## config.mk

```make
export PLATFORM = sky130hd
export DESIGN_NAME = dsp_lut_iq_mc_flat
export DESIGN_NICKNAME = d
export VERILOG_FILES = /design/src/rtl/dsp_lut_iq_pkg.sv /design/src/rtl/dsp_lut_iq_mc_if.sv /design/src/rtl/dsp_lut_dpram.sv /design/src/rtl/dsp_lut_iq_mc.sv /design/src/flat_wrapper.sv
export SDC_FILE = /design/constraint.sdc
export NUM_CORES = 2
export LEC_CHECK = 0
export ABC_AREA = 1
export BUFFER_PORTS_ARGS = -buffer_cell sky130_fd_sc_hd__buf_4
export CORE_ASPECT_RATIO = 1.4
export CORE_MARGIN = 1.5
export CORE_UTILIZATION = 35
export DETAILED_ROUTE_END_ITERATION = 6
export PLACE_DENSITY = 0.58
export SYNTH_ARGS = -nofsm -noshare
export SYNTH_HDL_FRONTEND = slang
export SYNTH_SLANG_ARGS = --single-unit
```

## constraint.sdc

```tcl
create_clock -name clk -period 7 [get_ports clk]
set_input_delay 0.35 -clock clk [delete_from_list [all_inputs] [get_ports clk]]
set_output_delay 0.35 -clock clk [all_outputs]
set_load 0.05 [all_outputs]
```

## src/rtl/dsp_lut_iq_pkg.sv

```systemverilog
// Shared types and helpers for the multi-channel IQ LUT requantiser.
// The LUT is addressed in offset-binary, so a sample's MSB is flipped to form its address.
package dsp_lut_iq_pkg;

  typedef enum logic [1:0] {
    IDLE  = 2'd0,
    RUN   = 2'd1,
    FLUSH = 2'd2
  } state_t;

  function automatic logic [31:0] lut_addr(input logic [31:0] sample, input int width);
    return sample ^ (32'd1 << (width - 1));
  endfunction

endpackage

```

## src/rtl/dsp_lut_iq_mc_if.sv

```systemverilog
// Sample/result bus plus LUT configuration port of the IQ LUT requantiser.
// Handshake: a block is taken on a clock where we && ready; valid pulses for one cycle when i_out/q_out update.
interface dsp_lut_iq_mc_if
  import dsp_lut_iq_pkg::*;
#(
  parameter int NCH       = 2,
  parameter int IN_WIDTH  = 8,
  parameter int OUT_WIDTH = 3,
  parameter int CNT_WIDTH = 16
);
  logic                     we;
  logic [NCH*IN_WIDTH-1:0]  i_in;
  logic [NCH*IN_WIDTH-1:0]  q_in;
  logic                     ready;
  logic [NCH*OUT_WIDTH-1:0] i_out;
  logic [NCH*OUT_WIDTH-1:0] q_out;
  logic                     valid;
  logic                     cfg_we;
  logic [IN_WIDTH-1:0]      cfg_addr;
  logic [OUT_WIDTH-1:0]     cfg_data;
  logic                     cfg_swap;
  logic                     cfg_active;
  logic [CNT_WIDTH-1:0]     drop_cnt;
  state_t                   dbg_state;

  modport master (
    output we, i_in, q_in, cfg_we, cfg_addr, cfg_data, cfg_swap,
    input  ready, i_out, q_out, valid, cfg_active, drop_cnt, dbg_state
  );

  modport slave (
    input  we, i_in, q_in, cfg_we, cfg_addr, cfg_data, cfg_swap,
    output ready, i_out, q_out, valid, cfg_active, drop_cnt, dbg_state
  );
endinterface

```

## src/rtl/dsp_lut_dpram.sv

```systemverilog
// Simple dual-port RAM holding both LUT banks; bank select is the address MSB.
// One write port, one registered read port, single clock; contents are not reset.
module dsp_lut_dpram #(
  parameter int AW = 9,
  parameter int DW = 3
) (
  input  logic          clk,
  input  logic          we_i,
  input  logic [AW-1:0] wr_addr_i,
  input  logic [DW-1:0] wr_data_i,
  input  logic [AW-1:0] rd_addr_i,
  output logic [DW-1:0] rd_data_o
);
  logic [DW-1:0] mem_q [2**AW];

  always_ff @(posedge clk) begin
    if (we_i) mem_q[wr_addr_i] <= wr_data_i;
    rd_data_o <= mem_q[rd_addr_i];
  end
endmodule

```

## src/rtl/dsp_lut_iq_mc.sv

```systemverilog
// Multi-channel IQ LUT requantiser: maps 2*NCH samples per block through one shared,
// double-buffered LUT, one RAM read per cycle, and presents all results with a one-cycle valid.
module dsp_lut_iq_mc
  import dsp_lut_iq_pkg::*;
#(
  parameter int NCH       = 2,
  parameter int IN_WIDTH  = 8,
  parameter int OUT_WIDTH = 3,
  parameter int CNT_WIDTH = 16
) (
  input logic          clk,
  input logic          reset,
  dsp_lut_iq_mc_if.slave bus
);
  localparam int NS = 2 * NCH;
  localparam int KW = $clog2(NS);

  state_t                   state_q, state_d;
  logic [KW-1:0]            k_q, k_d;
  logic [IN_WIDTH-1:0]      samp_q [NS];
  logic [IN_WIDTH-1:0]      samp_d [NS];
  logic [OUT_WIDTH-1:0]     shad_q [NS];
  logic [OUT_WIDTH-1:0]     shad_d [NS];
  logic [NCH*OUT_WIDTH-1:0] i_out_q, i_out_d, q_out_q, q_out_d;
  logic                     valid_q, valid_d;
  logic                     active_q, active_d, pend_q, pend_d, bank_q, bank_d;
  logic [CNT_WIDTH-1:0]     drop_q, drop_d;
  logic                     swap_now;
  logic [OUT_WIDTH-1:0]     rd_data;
  logic [IN_WIDTH:0]        rd_addr, wr_addr;

  // Reads always use the bank captured with the block; writes always target the idle bank.
  assign rd_addr = {bank_q, IN_WIDTH'(lut_addr(32'(samp_q[k_q]), IN_WIDTH))};
  assign wr_addr = {~active_q, bus.cfg_addr};

  dsp_lut_dpram #(.AW(IN_WIDTH + 1), .DW(OUT_WIDTH)) u_ram (
    .clk       (clk),
    .we_i      (bus.cfg_we),
    .wr_addr_i (wr_addr),
    .wr_data_i (bus.cfg_data),
    .rd_addr_i (rd_addr),
    .rd_data_o (rd_data)
  );

  always_comb begin
    state_d  = state_q;
    k_d      = k_q;
    samp_d   = samp_q;
    shad_d   = shad_q;
    i_out_d  = i_out_q;
    q_out_d  = q_out_q;
    valid_d  = 1'b0;
    active_d = active_q;
    pend_d   = pend_q | bus.cfg_swap;
    bank_d   = bank_q;
    drop_d   = drop_q;
    // A swap requested in the same idle cycle as a strobe already applies to that block.
    swap_now = (state_q == IDLE) && (pend_q || bus.cfg_swap);
    if (swap_now) begin
      active_d = ~active_q;
      pend_d   = 1'b0;
    end
    if (bus.we && (state_q != IDLE) && (drop_q != '1)) drop_d = drop_q + 1'b1;
    case (state_q)
      IDLE: begin
        if (bus.we) begin
          for (int c = 0; c < NCH; c++) begin
            samp_d[2*c]   = bus.i_in[c*IN_WIDTH +: IN_WIDTH];
            samp_d[2*c+1] = bus.q_in[c*IN_WIDTH +: IN_WIDTH];
          end
          bank_d  = active_q ^ swap_now;
          k_d     = '0;
          state_d = RUN;
        end
      end
      RUN: begin
        if (k_q != '0) shad_d[k_q - 1'b1] = rd_data;
        if (k_q == KW'(NS - 1)) state_d = FLUSH;
        else                    k_d     = k_q + 1'b1;
      end
      FLUSH: begin
        shad_d[NS-1] = rd_data;
        for (int c = 0; c < NCH; c++) begin
          i_out_d[c*OUT_WIDTH +: OUT_WIDTH] = shad_d[2*c];
          q_out_d[c*OUT_WIDTH +: OUT_WIDTH] = shad_d[2*c+1];
        end
        valid_d = 1'b1;
        state_d = IDLE;
      end
      default: state_d = IDLE;
    endcase
  end

  always_ff @(posedge clk or posedge reset) begin
    if (reset) begin
      state_q  <= IDLE;
      k_q      <= '0;
      samp_q   <= '{default: '0};
      shad_q   <= '{default: '0};
      i_out_q  <= '0;
      q_out_q  <= '0;
      valid_q  <= 1'b0;
      active_q <= 1'b0;
      pend_q   <= 1'b0;
      bank_q   <= 1'b0;
      drop_q   <= '0;
    end else begin
      state_q  <= state_d;
      k_q      <= k_d;
      samp_q   <= samp_d;
      shad_q   <= shad_d;
      i_out_q  <= i_out_d;
      q_out_q  <= q_out_d;
      valid_q  <= valid_d;
      active_q <= active_d;
      pend_q   <= pend_d;
      bank_q   <= bank_d;
      drop_q   <= drop_d;
    end
  end

  assign bus.ready      = (state_q == IDLE);
  assign bus.i_out      = i_out_q;
  assign bus.q_out      = q_out_q;
  assign bus.valid      = valid_q;
  assign bus.cfg_active = active_q;
  assign bus.drop_cnt   = drop_q;
  assign bus.dbg_state  = state_q;
endmodule

```

## src/flat_wrapper.sv

```systemverilog
// flat-port wrapper written by rule: the top's interface ports become plain ports
module dsp_lut_iq_mc_flat import dsp_lut_iq_pkg::*;
#(
  parameter int NCH       = 2,
  parameter int IN_WIDTH  = 8,
  parameter int OUT_WIDTH = 3,
  parameter int CNT_WIDTH = 16
)
  (clk, reset, bus_we, bus_i_in, bus_q_in, bus_cfg_we, bus_cfg_addr, bus_cfg_data, bus_cfg_swap, bus_ready, bus_i_out, bus_q_out, bus_valid, bus_cfg_active, bus_drop_cnt, bus_dbg_state);
  dsp_lut_iq_mc_if #(.NCH(NCH), .IN_WIDTH(IN_WIDTH), .OUT_WIDTH(OUT_WIDTH), .CNT_WIDTH(CNT_WIDTH)) bus_i ();
  input logic clk;
  input logic reset;
  input wire logic [$bits(bus_i.we)-1:0] bus_we;
  input wire logic [$bits(bus_i.i_in)-1:0] bus_i_in;
  input wire logic [$bits(bus_i.q_in)-1:0] bus_q_in;
  input wire logic [$bits(bus_i.cfg_we)-1:0] bus_cfg_we;
  input wire logic [$bits(bus_i.cfg_addr)-1:0] bus_cfg_addr;
  input wire logic [$bits(bus_i.cfg_data)-1:0] bus_cfg_data;
  input wire logic [$bits(bus_i.cfg_swap)-1:0] bus_cfg_swap;
  output wire logic [$bits(bus_i.ready)-1:0] bus_ready;
  output wire logic [$bits(bus_i.i_out)-1:0] bus_i_out;
  output wire logic [$bits(bus_i.q_out)-1:0] bus_q_out;
  output wire logic [$bits(bus_i.valid)-1:0] bus_valid;
  output wire logic [$bits(bus_i.cfg_active)-1:0] bus_cfg_active;
  output wire logic [$bits(bus_i.drop_cnt)-1:0] bus_drop_cnt;
  output wire logic [$bits(bus_i.dbg_state)-1:0] bus_dbg_state;
  assign bus_i.we = bus_we;
  assign bus_i.i_in = bus_i_in;
  assign bus_i.q_in = bus_q_in;
  assign bus_i.cfg_we = bus_cfg_we;
  assign bus_i.cfg_addr = bus_cfg_addr;
  assign bus_i.cfg_data = bus_cfg_data;
  assign bus_i.cfg_swap = bus_cfg_swap;
  assign bus_ready = bus_i.ready;
  assign bus_i_out = bus_i.i_out;
  assign bus_q_out = bus_i.q_out;
  assign bus_valid = bus_i.valid;
  assign bus_cfg_active = bus_i.cfg_active;
  assign bus_drop_cnt = bus_i.drop_cnt;
  assign bus_dbg_state = bus_i.dbg_state;
  dsp_lut_iq_mc #(.NCH(NCH), .IN_WIDTH(IN_WIDTH), .OUT_WIDTH(OUT_WIDTH), .CNT_WIDTH(CNT_WIDTH)) u_core (.clk(clk), .reset(reset), .bus(bus_i));
endmodule
```

# After elaboration in Yosys (flattened, before gate mapping)
# Memories as Yosys holds them, arrays and structs flattened. A register that Yosys moved wholly into a read port is not among the register bits.
# Cells that the tools add are included.
# word_totals
reg_bits,80
ramBits,1536
inputBits,48
word_cells,71
memories,1
# classes
addsub,3
order_cmp,3
eq_ne,8
muxes,18
bitwise_logic,6
reduce_logical,15
# mem_list
memory,depth,width,read_ports,rd_ports_with_merged_regs,write_ports,line_no,source
u_core.u_ram.mem_q,512,3,1,1,1,dsp_lut_dpram.sv:14,logic [DW-1:0] mem_q [2**AW];
# op_table
operator,count
"adder 16 x 1 -> 16 bit, second input constant",1
binary-select mux 8 bit (select 2 bit),1
2-to-1 mux 8 bit,2
"inequality test 16 bit, second input constant",1
bitwise mux 12 bit,1
2-to-1 mux 2 bit,4
case mux 2 bit (2 select lines),2
AND reduction 2 bit,4
nonzero test 2 bit,4
demux 3 bit (select 2 bit),1
"greater-or-equal comparator 3 bit, second input constant",2
2-to-1 mux 3 bit,2
NOT 2 -> 3 bit,2
case mux 3 bit (2 select lines),1
"equality test 2 bit, second input constant",2
logical AND 1 bit,4
2-to-1 mux 1 bit,4
"inequality test 2 x 1 -> 1 bit, second input constant",2
"inequality test 2 bit, second input constant",2
"< comparator 3 x 1 -> 1 bit, second input constant",1
AND reduction 3 bit,1
"adder 2 x 1 -> 2 bit, second input constant",1
"equality test 2 x 1 -> 1 bit, second input constant",1
zero test 2 bit,1
other kinds (5),6

# Logic depth before layout (Yosys ltp)
# depth
depth_word,9
depth_mapped,21

# Cells and area by module
# Synthesis repeated with hierarchy kept, for this count alone.
# unflattened
cells_unflattened,6116
area_unflattened_um2,67702.4
# by_module_without_submodules
mod,instances,cells_each,area_each_um2
dsp_lut_dpram,1,5673,64156.5
dsp_lut_iq_mc,1,443,3545.9

# Worst setup path before layout
# No wires, ideal clock.
# synth_timing
kind,register to register
from,register u_core.state_q[1] (netlist: u_core.bus.dbg_state[1])
to,register u_core.drop_q[15] (netlist: u_core.bus.drop_cnt[15])
setup_ps,144
t_arrival_ps,2309
setup_slack_ps,4547
stages_incl_launch_ff,10
synth_period_minus_slack_ps,2453
path_cell_list,dfrtp_1 > nor2_1 > inv_1 > nand3_1 > inv_1 > nand4_1 > inv_1 > nand2_1 > nor3_1 > xor2_1
# synth_between
elab_chain_cells,3
# synth_lines
element,line_no,source
start: declaration,dsp_lut_iq_mc.sv:18,"state_t state_q, state_d;"
start signal: assignment,dsp_lut_iq_mc.sv:108,state_q <= state_d;
nonzero test 2 bit,dsp_lut_iq_mc.sv:63,if (bus.we && (state_q != IDLE) && (drop_q != '1)) drop_d = drop_q + 1'b1;
logical AND 1 bit (2 in a row),dsp_lut_iq_mc.sv:63,
end signal: assignment,dsp_lut_iq_mc.sv:118,drop_q <= drop_d;
end: declaration,dsp_lut_iq_mc.sv:27,"logic [CNT_WIDTH-1:0] drop_q, drop_d;"
# No other way between the ends.
# A chain may end at the register's enable or synchronous reset.

# Worst setup path in the final report
# layout_timing
from,register u_core.k_q[0]
to,register u_core.u_ram.rd_data_o[1] (read register of u_core.u_ram.mem_q)
# layout_between
elab_chain_cells,5
# layout_lines
element,line_no,source
start: declaration,dsp_lut_iq_mc.sv:19,"logic [KW-1:0] k_q, k_d;"
start signal: assignment,dsp_lut_iq_mc.sv:109,k_q <= k_d;
NOT 2 -> 3 bit (not written as such) *,dsp_lut_iq_mc.sv:33,"assign rd_addr = {bank_q, IN_WIDTH'(lut_addr(32'(samp_q[k_q]), IN_WIDTH))};"
binary-select mux 8 bit (select 2 bit) *,dsp_lut_iq_mc.sv:33,
2-to-1 mux 8 bit (not written as such) * (2 in a row),dsp_lut_iq_mc.sv:33,
NOT 1 bit (no source line),n/a,
end: declaration,dsp_lut_dpram.sv:12,output logic [DW-1:0] rd_data_o
# Every way passes the cells marked *; elsewhere a longest branch is shown, timed or not. The select of a mux whose other input is x is not followed.

==> results.toml <==
[placement]
place_congestion = 0.816
dp_hpwl_um = 103000
port-buffer-count = 80
placedCellCount = 9089

[route]
drc_errors = 32
drt_wl_total_um = 193000
drt_iter0_markers = 3914
viasPerCell = 5.10
dr_total_vias = 47980
drt_pass1_iterations = 7
drtAntennaViolNets = 0
routedWlPerCell_um = 20.6

[synth]
synth-main-ff-cell = "edfxtp_1"
synth_most_common_cell = "nand2_1"
synthTopCellsByArea = "edfxtp_1 65%, nand2_1 8.3%, nand3_1 8.0%"
avgSynthCellArea_um2 = 10.5
synthCells = 6742
yosys_warnings = 0
syn-num-nets = 6796
ys_types = 33
synthTopCellsByCount = "1,564 x nand2_1, 1,536 x edfxtp_1, 1,134 x nand3_1"
ys_async_sr_fraction = 0.0476
yosys.area.top_type = "edfxtp_1"
synth_seq_cells = 1616
ys_seq_area_frac = 0.677
syn_area_um2 = 71100
synth_edf_count = 1536
synth_top_area_share = 0.649

[clocking]
cts_resized = 0
cts_root_buffer = "clkbuf_16"
clkSinkCount = 1616
cts_tree = "built"
clockBufferDepth = 4
cts_setup_buffers = 0
cts_hold_buf = 34
cts_buffers = 156
htree_num_levels = 4
clock_latency_ps = 830
clk_pin_slew_ps = 60

[hold_path]
min_path_type = "input port to flip-flop"

[critical_path]
timing_worst_setup_path_type = "flip-flop to flip-flop"
path_max_fanout = 249
crit_slowest_cell = "dfrtp_1"
cp_common_cell = "nand3_1"
critPathLaunchType = "flip-flop"
slowest_delay_ps = 820
cp_data_required_time_ps = 7650
arrival_ps = 6000
path_cells = "inv_4, nand2_1, nand3_4, nand2_8, buf_12, nand2_1, nand3_1, nand3_1, nand3_1, nand3_1, nand3_1, nand3_1, nand3_1, nand2_1, nand2_1, nand2_1"
critPathCaptureType = "flip-flop"

[timing]
setup_viol = 0
maxSlewViolCount = 0
timing.fmax_ghz = 0.187
maxSlewHeadroom = 0.221
worstMarginPinSlew_ps = 1170
fin_worst_skew_ps = 81.5
post-route-period-util = 0.765
fin_setup_tns_ps = 0
rsz0062_at_grt = "false"
finalHoldViolations = 0
finalCriticalPeriod_ps = 5350

[finish]
syn_to_final_growth_pct = 11.7
nets = 6676
drive_gt1_frac = 0.0610
instances_no_fill = 9400

[power]
power.density_nw_per_um2 = 445
p_total_mw = 35.3
p_sw_mw = 15.2
combPwrFrac = 0.446
clkPwrFrac = 0.244
ir_drop_mv = 0.652
swShare = 0.431
seqPwrFrac = 0.310
p_int_mw = 20.1
p_leak_nw = 29.9

[die]
core_um2 = 202000
num_rows = 195
initial_core_util = 0.352
dieArea_um2 = 206000
boundaryPins = 81
die_x_um = 384
die_y_um = 536

[global_routing]
antenna_found_initial = 11
grt_start_max_net_pins = 250
grt_pass1_wl_um = 287000
grt-ovfl-total = 0
grtUsageTotal = 0.184
first_global_vias = 48241

[run_status]
violations = "DRC"
outcome = "finished, violations left"

[flow_run]
max_cap_viol_count = 0
## per-stage QoR
| step | setup slack [ps] | instance area [µm²] | hold WS [ps] | utilization |
|---|---|---|---|---|
| 2_1_floorplan | 4550 | 71100 | 441 | - |
| 3_3_place_gp | 1870 | 73900 | 455 | 0.366 |
| 3_5_place_dp | 1770 | 73900 | 458 | 0.366 |
| 4_1_cts | 1690 | 79400 | 1.97 | 0.394 |
| 5_1_grt | 1360 | 79400 | 25.0 | 0.394 |
| 6_report | 1650 | 79400 | 11.2 | 0.394 |
## cells in the final DEF (no fill, tap or decap), types with 3 or more instances in the layout
cell type	n
nand2_1	1548
edfxtp_1	1536
nand3_1	1132
inv_1	717
nor2_1	523
nand3b_1	315
o21ai_0	162
clkbuf_16	157
buf_4	126
dfrtp_1	77
o211ai_1	72
a21oi_1	64
o21ai_1	51
dlygate4sd3_1	34
clkinv_2	27
clkbuf_1	24
clkinv_1	23
bufinv_16	23
nor3_1	17
buf_12	16
nand2_4	13
xor2_1	10
ha_1	6
clkinvlp_4	6
clkinv_8	5
diode_2	4
nand4_1	4
xnor2_1	4
inv_2	4
clkinv_4	4
inv_4	3
a32oi_4	3
or2_2	3
nand2_2	3
clkbuf_8	3
buf_8	3
dfxtp_1	3
## critical path, delay by kind of cell, from the launching register on
kind | cells | cell delay (ps)
buf+inv | 2 | 880
flops | 1 | 820
simple gates | 14 | 3150
## cell type report
class,instances,area (µm²)
timing repair buffer,179,1650
multi-input combinational,3941,18400
inverter,728,2760
sequential,1616,48100
fill,19406,122000
antenna,4,10.0
clock inverter,88,1080
clock buffer,185,4070
tap,2659,3330
## flip-flops by register name (all words and copies together), names as in the netlist
signal                  flops
u_core.pend_q               1
u_core.samp_q              32
u_core.bus.q_out            6
u_core.k_q                  2
u_core.shad_q               9
u_core.u_ram.mem_q       1536
u_core.bus.drop_cnt        16
u_core.u_ram.rd_data_o      3
u_core.bank_q               1
u_core.bus.dbg_state        2
u_core.bus.i_out            6
u_core.bus.cfg_active       1
u_core.bus.valid            1
## cell families (layout without fill, tap and decap cells)
kind of cell	Yosys count	after routing	synth area share
other	0	4	0
buffers and inverters	1185	1180	0.0669
AO/OA/AOI/OAI	355	355	0.0279
adder cells (fa/ha/maj)	6	6	0.00106
XOR/XNOR	14	14	0.00172
flip-flops	1616	1616	0.677
AND/OR/NAND/NOR	3566	3566	0.226
## metal layers
layer | routed length (µm) | GRT usage | vias up
li1 | - | - | 22539
met1 | 76500 | 0.218 | 23659
met2 | 98400 | 0.337 | 1406
met3 | 11100 | 0.0243 | 360
met4 | 7180 | 0.0697 | 16
met5 | 103 | 0 | -
## power groups by stage
stage / Sequential (mW) / Clock (mW) / Combinational, mW
floorplan: 11.3 / 0 / 10.7
global placement: 11.2 / 0 / 15.6
detailed placement: 11.2 / 0 / 15.7
CTS: 10.9 / 8.74 / 15.8
global route: 11.0 / 9.08 / 17.3
finish: 10.9 / 8.62 / 15.8
## path summary, 6_finish.rpt
| kind | from | endpoint | slack [ps] | depth (start not counted) |
|---|---|---|---|---|
| setup / recovery | u_core.k_q[0]$_DFFE_PP0P_ | u_core.u_ram.rd_data_o[1]$_DFF_P_ | 1650 | 16 |
| setup reg to reg | u_core.k_q[0]$_DFFE_PP0P_ | u_core.u_ram.rd_data_o[1]$_DFF_P_ | 1650 | 16 |
| min in group asynchronous | reset | u_core.bus.q_out[3]$_DFFE_PP0P_ | 420 | 4 |
| hold / removal | bus_cfg_data[2] | u_core.u_ram.mem_q[469][2]$_DFFE_PP_ | 10 | 1 |
| max in group asynchronous | reset | u_core.samp_q[6]$_DFFE_PP0P_ | 5970 | 4 |
| hold reg to reg | u_core.samp_q[31]$_DFFE_PP0P_ | u_core.samp_q[31]$_DFFE_PP0P_ | 480 | 2 |
Power figures use the tool's default switching activity.
